<file path="config.mk">
export PLATFORM = sky130hd
export DESIGN_NAME = pipe_stage_reg
export DESIGN_NICKNAME = d
export VERILOG_FILES = /design/src/rtl/mips_defs_pkg.sv /design/src/rtl/exc_classify.sv /design/src/rtl/pipe_stage_reg.sv
export SDC_FILE = /design/constraint.sdc
export NUM_CORES = 1
export LEC_CHECK = 0
export BUFFER_PORTS_ARGS = -buffer_cell sky130_fd_sc_hd__buf_2
export CAP_MARGIN = 15
export CORE_AREA = 2 2 207 209
export CTS_CLUSTER_SIZE = 28
export DETAILED_ROUTE_END_ITERATION = 8
export DIE_AREA = 0 0 209 211
export GPL_TIMING_DRIVEN = 0
export PLACE_DENSITY_LB_ADDON = 0.25
export SLEW_MARGIN = 20
export SYNTH_ARGS = -nofsm -noshare
export SYNTH_HDL_FRONTEND = slang
export SYNTH_HIERARCHICAL = 1
export SYNTH_SLANG_ARGS = --single-unit
</file>
<file path="constraint.sdc">
create_clock -name clk -period 1.9 [get_ports clk]
set_input_delay 0.19 -clock clk [delete_from_list [all_inputs] [get_ports clk]]
set_output_delay 0.19 -clock clk [all_outputs]
set_load 0.01 [all_outputs]
</file>
<file path="src/rtl/mips_defs_pkg.sv">
// Shared MIPS decode constants and exception codes for the pipeline stage registers
// and the exception classifier.
package mips_defs;

   localparam int DEF_EXC_W = 5;

   localparam logic [5:0] OP_R    = 6'h00;
   localparam logic [5:0] OP_ADDI = 6'h08;
   localparam logic [5:0] OP_LB   = 6'h20;
   localparam logic [5:0] OP_LH   = 6'h21;
   localparam logic [5:0] OP_LW   = 6'h23;
   localparam logic [5:0] OP_LBU  = 6'h24;
   localparam logic [5:0] OP_LHU  = 6'h25;
   localparam logic [5:0] OP_SB   = 6'h28;
   localparam logic [5:0] OP_SH   = 6'h29;
   localparam logic [5:0] OP_SW   = 6'h2B;

   localparam logic [5:0] FN_ADD  = 6'h20;
   localparam logic [5:0] FN_SUB  = 6'h22;

   localparam int EXC_NONE = 0;
   localparam int EXC_ADEL = 4;
   localparam int EXC_ADES = 5;
   localparam int EXC_RI   = 10;
   localparam int EXC_OV   = 12;

   function automatic logic is_load(input logic [5:0] op);
      return (op == OP_LW) || (op == OP_LB) || (op == OP_LBU) ||
             (op == OP_LH) || (op == OP_LHU);
   endfunction

   function automatic logic is_store(input logic [5:0] op);
      return (op == OP_SW) || (op == OP_SH) || (op == OP_SB);
   endfunction

endpackage

</file>
<file path="src/rtl/exc_classify.sv">
// Maps an overflow/address-error pulse to the exception code implied by the
// instruction; trapping add/sub/addi only, so addu/addiu never raise.
module exc_classify
   import mips_defs::*;
#(
   parameter int EXC_W = DEF_EXC_W
) (
   input  logic [31:0]      ir,
   input  logic             ovf,
   output logic [EXC_W-1:0] local_code
);

   logic [5:0] op;
   logic [5:0] fn;

   assign op = ir[31:26];
   assign fn = ir[5:0];

   always_comb begin
      local_code = EXC_W'(EXC_NONE);
      if (ovf) begin
         if (is_load(op)) begin
            local_code = EXC_W'(EXC_ADEL);
         end else if (is_store(op)) begin
            local_code = EXC_W'(EXC_ADES);
         end else if ((op == OP_R && (fn == FN_ADD || fn == FN_SUB)) || op == OP_ADDI) begin
            local_code = EXC_W'(EXC_OV);
         end
      end
   end

endmodule

</file>
<file path="src/rtl/pipe_stage_reg.sv">
// Generic inter-stage pipeline register: IR, PC, payload words, delay-slot flag and a
// first-wins exception code merged with the stage's own overflow/address error.
module pipe_stage_reg
   import mips_defs::*;
#(
   parameter int NWORDS    = 6,
   parameter int EXC_W     = DEF_EXC_W,
   parameter bit LOCAL_EXC = 1'b1
) (
   input  logic                  clk,
   input  logic                  reset,
   input  logic                  en,
   input  logic                  bubble,
   input  logic                  flush,
   input  logic [31:0]           ir_d,
   input  logic [31:0]           pc_d,
   input  logic                  bd_d,
   input  logic [EXC_W-1:0]      exc_d,
   input  logic [32*NWORDS-1:0]  payload_d,
   input  logic                  ovf_i,
   output logic [31:0]           ir_q,
   output logic [31:0]           pc_q,
   output logic                  bd_q,
   output logic                  valid_q,
   output logic [32*NWORDS-1:0]  payload_q,
   output logic [EXC_W-1:0]      exc_q
);

   logic [EXC_W-1:0] exc_r;
   logic [EXC_W-1:0] local_code;

   // Control priority each edge: reset > flush > bubble > hold (en=0) > load.
   // A bubble keeps pc/bd so an interrupt taken on it still reports EPC and BD.
   always_ff @(posedge clk) begin
      if (reset || flush) begin
         ir_q    <= '0;
         pc_q    <= '0;
         bd_q    <= 1'b0;
         valid_q <= 1'b0;
         exc_r   <= '0;
      end else if (bubble) begin
         ir_q    <= '0;
         pc_q    <= pc_d;
         bd_q    <= bd_d;
         valid_q <= 1'b0;
         exc_r   <= '0;
      end else if (en) begin
         ir_q    <= ir_d;
         pc_q    <= pc_d;
         bd_q    <= bd_d;
         valid_q <= 1'b1;
         exc_r   <= exc_d;
      end
   end

   for (genvar k = 0; k < NWORDS; k++) begin : g_word
      logic [31:0] word_r;

      always_ff @(posedge clk) begin
         if (reset || flush || bubble) begin
            word_r <= '0;
         end else if (en) begin
            word_r <= payload_d[32*k +: 32];
         end
      end

      assign payload_q[32*k +: 32] = word_r;
   end

   exc_classify #(.EXC_W(EXC_W)) u_classify (
      .ir         (ir_q),
      .ovf        (ovf_i),
      .local_code (local_code)
   );

   // An upstream code always wins; bubbles and flushed slots never trap locally.
   always_comb begin
      exc_q = '0;
      if (exc_r != '0) begin
         exc_q = exc_r;
      end else if (LOCAL_EXC && valid_q) begin
         exc_q = local_code;
      end
   end

endmodule

</file>
Word-level counts from Yosys, hierarchy flattened
Index checks and enable logic that the tools add are counted.

cells by class
  equality and inequality tests = 11
  mux-type cells = 10
  reduce and logical (&&, ||, !) cells = 15

operators with widths
  operator            number
  $mux 32             2
  $eq 6x6->1 const B  10
  $mux 5              5
  $logic_or 1x1->1    10
  $eq 6x4->1 const B  1
  $logic_not 6->1     1
  $reduce_bool 5->1   1
  $mux 4              1
  $mux 1              2
  $reduce_bool 2->1   1
  $reduce_or 2->1     1
  $logic_and 1x1->1   1

word-level totals
  logic and storage cells = 47
  bits of input ports = 268
  output and inout port bits = 263
  flip-flop bits (word level) = 263

Logic depth before layout (Yosys ltp)
  word-level depth = 10
  depth in mapped cells = 6
  depth with buffers taken out = 4

Hierarchy
The synthesis kept the hierarchy.

modules (own cells, without submodules)
  module          sequential area each (µm²)  times used  cells an instance  area an instance (µm²)
  pipe_stage_reg  5265.0                      1           903                9656.8
  exc_classify    0.0                         1           14                 108.9

Least setup slack after synthesis
No wires, ideal clock.

  path type = flip-flop to output port
  start = register ir_q[31]
  end = output port exc_q[2]
  data arrival time = 1.287 ns
  buffers on the path = 0
  data required time = 1.710 ns
  path slack = 0.423 ns
  stages on the path, launching flop included = 4
  cell sequence = dfxtp_1 > or4b_4 > o41ai_2 > a31o_2

between the ends
  word-level cells in the longest chain between the ends = 9
  elaborated cells between the ends (all ways) = 24
  those cells by class = 9 x eq/ne; 6 x mux; 9 x reduce/logical

RTL lines
  item                                                   RTL line                                 RTL
  start: declaration                                     pipe_stage_reg.sv:21                     output logic [31:0] ir_q,
  start signal: assignment                               pipe_stage_reg.sv:48                     ir_q <= ir_d;
  $logic_not 6->1 or $eq 6x6->1 (tied branches)          exc_classify.sv:26, mips_defs_pkg.sv:28
  $logic_and 1x1->1 or $logic_or 1x1->1 (tied branches)  exc_classify.sv:26, mips_defs_pkg.sv:28
  $logic_or 1x1->1 (on tied branches)                    exc_classify.sv:26, mips_defs_pkg.sv:28
  $mux 4 or $logic_or 1x1->1 (tied branches)             exc_classify.sv:26, mips_defs_pkg.sv:28
  $mux 5 or $logic_or 1x1->1 (tied branches)             exc_classify.sv:24, mips_defs_pkg.sv:29
  $mux 5 (*)                                             exc_classify.sv:22                       if (is_load(op)) begin
  $mux 5 (*)                                             exc_classify.sv:21                       if (ovf) begin
  named net local_code[2]                                pipe_stage_reg.sv:30                     logic [EXC_W-1:0] local_code;
  $mux 5 (*)                                             pipe_stage_reg.sv:81                     end else if (LOCAL_EXC && valid_q) begin
  $mux 5 (*)                                             pipe_stage_reg.sv:79                     if (exc_r != '0) begin
  end: declaration                                       pipe_stage_reg.sv:26                     output logic [EXC_W-1:0] exc_q

The timed path passes the listed nets; every way through them passes the cells marked *.

Worst setup path after layout
  start = register ir_q[30]
  end = output port exc_q[2]

Same word-level chain as after synthesis.

==> impl_metrics.ini <==
[finish]
nNetsFinal = 2012
fin_area_um2 = 16860
final_layout_size_suffix_gt1_share_pct = 39.11
syn_to_final_growth_pct = 72.61

[setup_path]
endpoint_kind = primary output
arrival_ps = 1990
critPathMaxFanout = 2
cp.required_ps = 1710
path_class = reg2out
crit_path_start_kind = flip-flop

[floorplan]
die_y_um = 211
dieArea_um2 = 44100
core_area_um2 = 41760
start_util_pct = 23.39
die_w_um = 209
io_pins = 531
row_count = 75

[detailed_routing]
route.top_layer_used = met4
via_per_inst = 4.149
drt_first_pass_iters = 4
drcViolationCount = 0
via_count = 9572
wl_per_cell_um = 16.01
finalWirelength_um = 36930
wl_met2_um = 18500
wl_met1_um = 14490
drtIter0Drc = 240
final_antenna_net_count = 0
wl_met3_um = 2799

[clock_network]
cts_buffers = 30
cts-root-buf = clkbuf_16
cts_buffer_depth = 3
clock_latency_ps = 550
clock-sinks = 263
cts.clk_slew.worst_paths_ps = 60
h-tree-depth = 1
cts_tree = done

[power]
p_seq_share_pct = 42.5
vdd_drop_max_v = 0.0007121
p_total_mw = 13.40
total_leakage_power_nw = 8.283
p_sw_share_pct = 23.09
p_clk_share_pct = 45.2
internal_power_mw = 10.31
share_comb_of_total_power_pct = 12.4
p_per_area_nw_per_um2 = 795.2
p_sw_mw = 3.095

[logic_synthesis]
synth_area_leaders = dfxtp_1 (54%), mux2i_1 (23%), nor2_1 (8.1%), buf_6 (2.5%), or3b_2 (2.0%)
synth_fa_ha_area_share_pct = 0
yosys.area_share.simple_pct = 13.16
synth-seq-area-share_pct = 53.91
synth-compound-area-share_pct = 4.164
synth_area_per_cell_um2 = 10.65
yosys_warnings = 6
syn_inst = 917
synth_top_family_by_area = multiplexers
netlist_area_um2 = 9766
synth-xor-area-share_pct = 0
ys_seq_elements = 263
synth_top_area_share_pct = 53.91
yosysTopAreaCell = dfxtp_1
ys_types = 29
synthMuxAreaShare_pct = 23.47

[global_routing]
antenna_found_initial = 2
track_usage_pct = 15.94
grt_max_degree = 15
grt_pass1_wl_um = 55810
grt_overflow = 0
grt_pass1_vias = 10090

[sta]
rsz0062_at_grt = true
hold_viol_final = 0
finalCritPeriodShare_pct = 114.6
fin_ws_ps = -277.8
worstMarginPinSlew_ps = 1009
setup_violations = 3
min_period_ps = 2178
clock_skew_ps = 0
slew_viol_final = 0
timing.fmax_ghz = 0.4592
relSlewSlack_pct = 32.72

[run_status]
status = finished with violations
violations = setup timing

[placed_design]
port_buffers = 529
dp_hpwl_um = 26770
gp_congestion = 0.7767
placed_area_um2 = 13090

[min_path]
hp-class = in2reg

[flow_run]
drv_cap = 0
-- final timing paths --
kind                            start             endpoint  slack [ps]  cells past startpoint
setup / recovery             ir_q[30]             exc_q[2]        -280                      4
hold / removal                  reset             pc_q[31]         170                      4
setup reg to reg             pc_q[19]             pc_q[19]         920                      2
hold reg to reg   g_word[5].word_r[6]  g_word[5].word_r[6]         480                      2
-- timing repair --
action,CTS,global route
endpoints found under the hold margin,262,0
hold buffers,262,0
setup endpoints to repair,3,3
gates resized for setup,13,3
pin swaps,3,1
cloned,0,0
buffers inserted,2,1
-- layout make-up --
| class | instances | area, um2 |
|---|---|---|
| antenna | 1 | 2.502 |
| buffer | 72 | 501.7 |
| clock inverter | 6 | 105.1 |
| timing repair buffer | 794 | 5315 |
| sequential | 263 | 5271 |
| inverter | 3 | 11.26 |
| tap | 539 | 674.4 |
| multi-input combinational | 580 | 4041 |
| fill | 4111 | 24900 |
| clock buffer | 49 | 933.4 |
-- synth_stat cells, drive strengths merged --
| library cell | number |
|---|---|
| dfxtp | 263 |
| nor2 | 232 |
| mux2i | 229 |
| buf | 54 |
| a21oi | 33 |
| o21ai | 33 |
| or3b | 33 |
| clkbuf | 18 |
| a31o | 5 |
| inv | 3 |
| nor4b | 2 |
| a221o | 1 |
| a31oi | 1 |
| conb | 1 |
| nand2b | 1 |
| nand3b | 1 |
| nor2b | 1 |
| nor3 | 1 |
| nor4 | 1 |
| o41ai | 1 |
| or2 | 1 |
| or3 | 1 |
| or4b | 1 |
-- sequential cells by signal (all words and copies together), names as in the netlist --
register / cells
g_word.word_r: 192
exc_r: 5
valid_q: 1
pc_q: 32
ir_q: 32
bd_q: 1
-- worst max-delay path, cell delays in order, from the launching register on --
cell and delay (ps):
dfxtp_4 340, or4b_4 540, o41ai_4 230, a31o_2 210
buf_6 100
-- power groups by stage --
stage | clock [mW] | combinational, mW | sequential, mW
global route | 6.45 | 1.80 | 5.70
CTS | 6.24 | 1.66 | 5.69
detailed placement | 0 | 1.22 | 5.81
floorplan | 0 | 0.595 | 5.87
global placement | 0 | 1.21 | 5.81
finish | 6.05 | 1.66 | 5.69
-- stage by stage --
stage          hold WS [ps]  instances  setup slack, ps  utilization (%)  setup TNS [ps]
4_1_cts               137.4       2305           -320.9            40.32          -755.0
2_1_floorplan         337.2        918            423.5                -               0
3_5_place_dp          430.6       1986            132.1            31.35               0
3_3_place_gp          423.2       1986            186.0            31.35               0
5_1_grt               180.9       2307           -347.1            40.37          -859.4
6_report              171.6       2307           -277.8            40.37          -622.4
-- kinds of logic (layout without fill, tap and decap cells) --
kind of cell / after synthesis / after routing
AO/OA/AOI/OAI: 74 / 74
other: 1 / 3
AND/OR/NAND/NOR: 275 / 275
multiplexers: 229 / 229
flip-flops: 263 / 263
buffers and inverters: 75 / 924
-- placed cells by master, fill, tap and decap left out, drive strengths merged --
master | Yosys | layout
a31o | 5 | 5
dfxtp | 263 | 263
or3 | 1 | 1
o21ai | 33 | 33
nand3b | 1 | 1
or2 | 1 | 1
nor2b | 1 | 1
inv | 3 | 3
conb | 1 | 2
a31oi | 1 | 1
o41ai | 1 | 1
a21oi | 33 | 33
nor3 | 1 | 1
bufinv | 0 | 3
a221o | 1 | 1
nand2b | 1 | 1
buf | 54 | 586
clkinv | 0 | 3
dlygate4sd3 | 0 | 262
or3b | 33 | 33
nor4 | 1 | 1
nor2 | 232 | 232
mux2i | 229 | 229
diode | 0 | 1
or4b | 1 | 1
nor4b | 2 | 2
clkbuf | 18 | 67
-- metal layers --
layer  GRT usage, %  vias to the layer above
li1               -                     4739
met1          17.43                     4378
met2          29.41                      388
met3          4.371                       67
met4          5.764                        0
met5              0                        -
No activity file was read; power rests on OpenSTA's default activity.
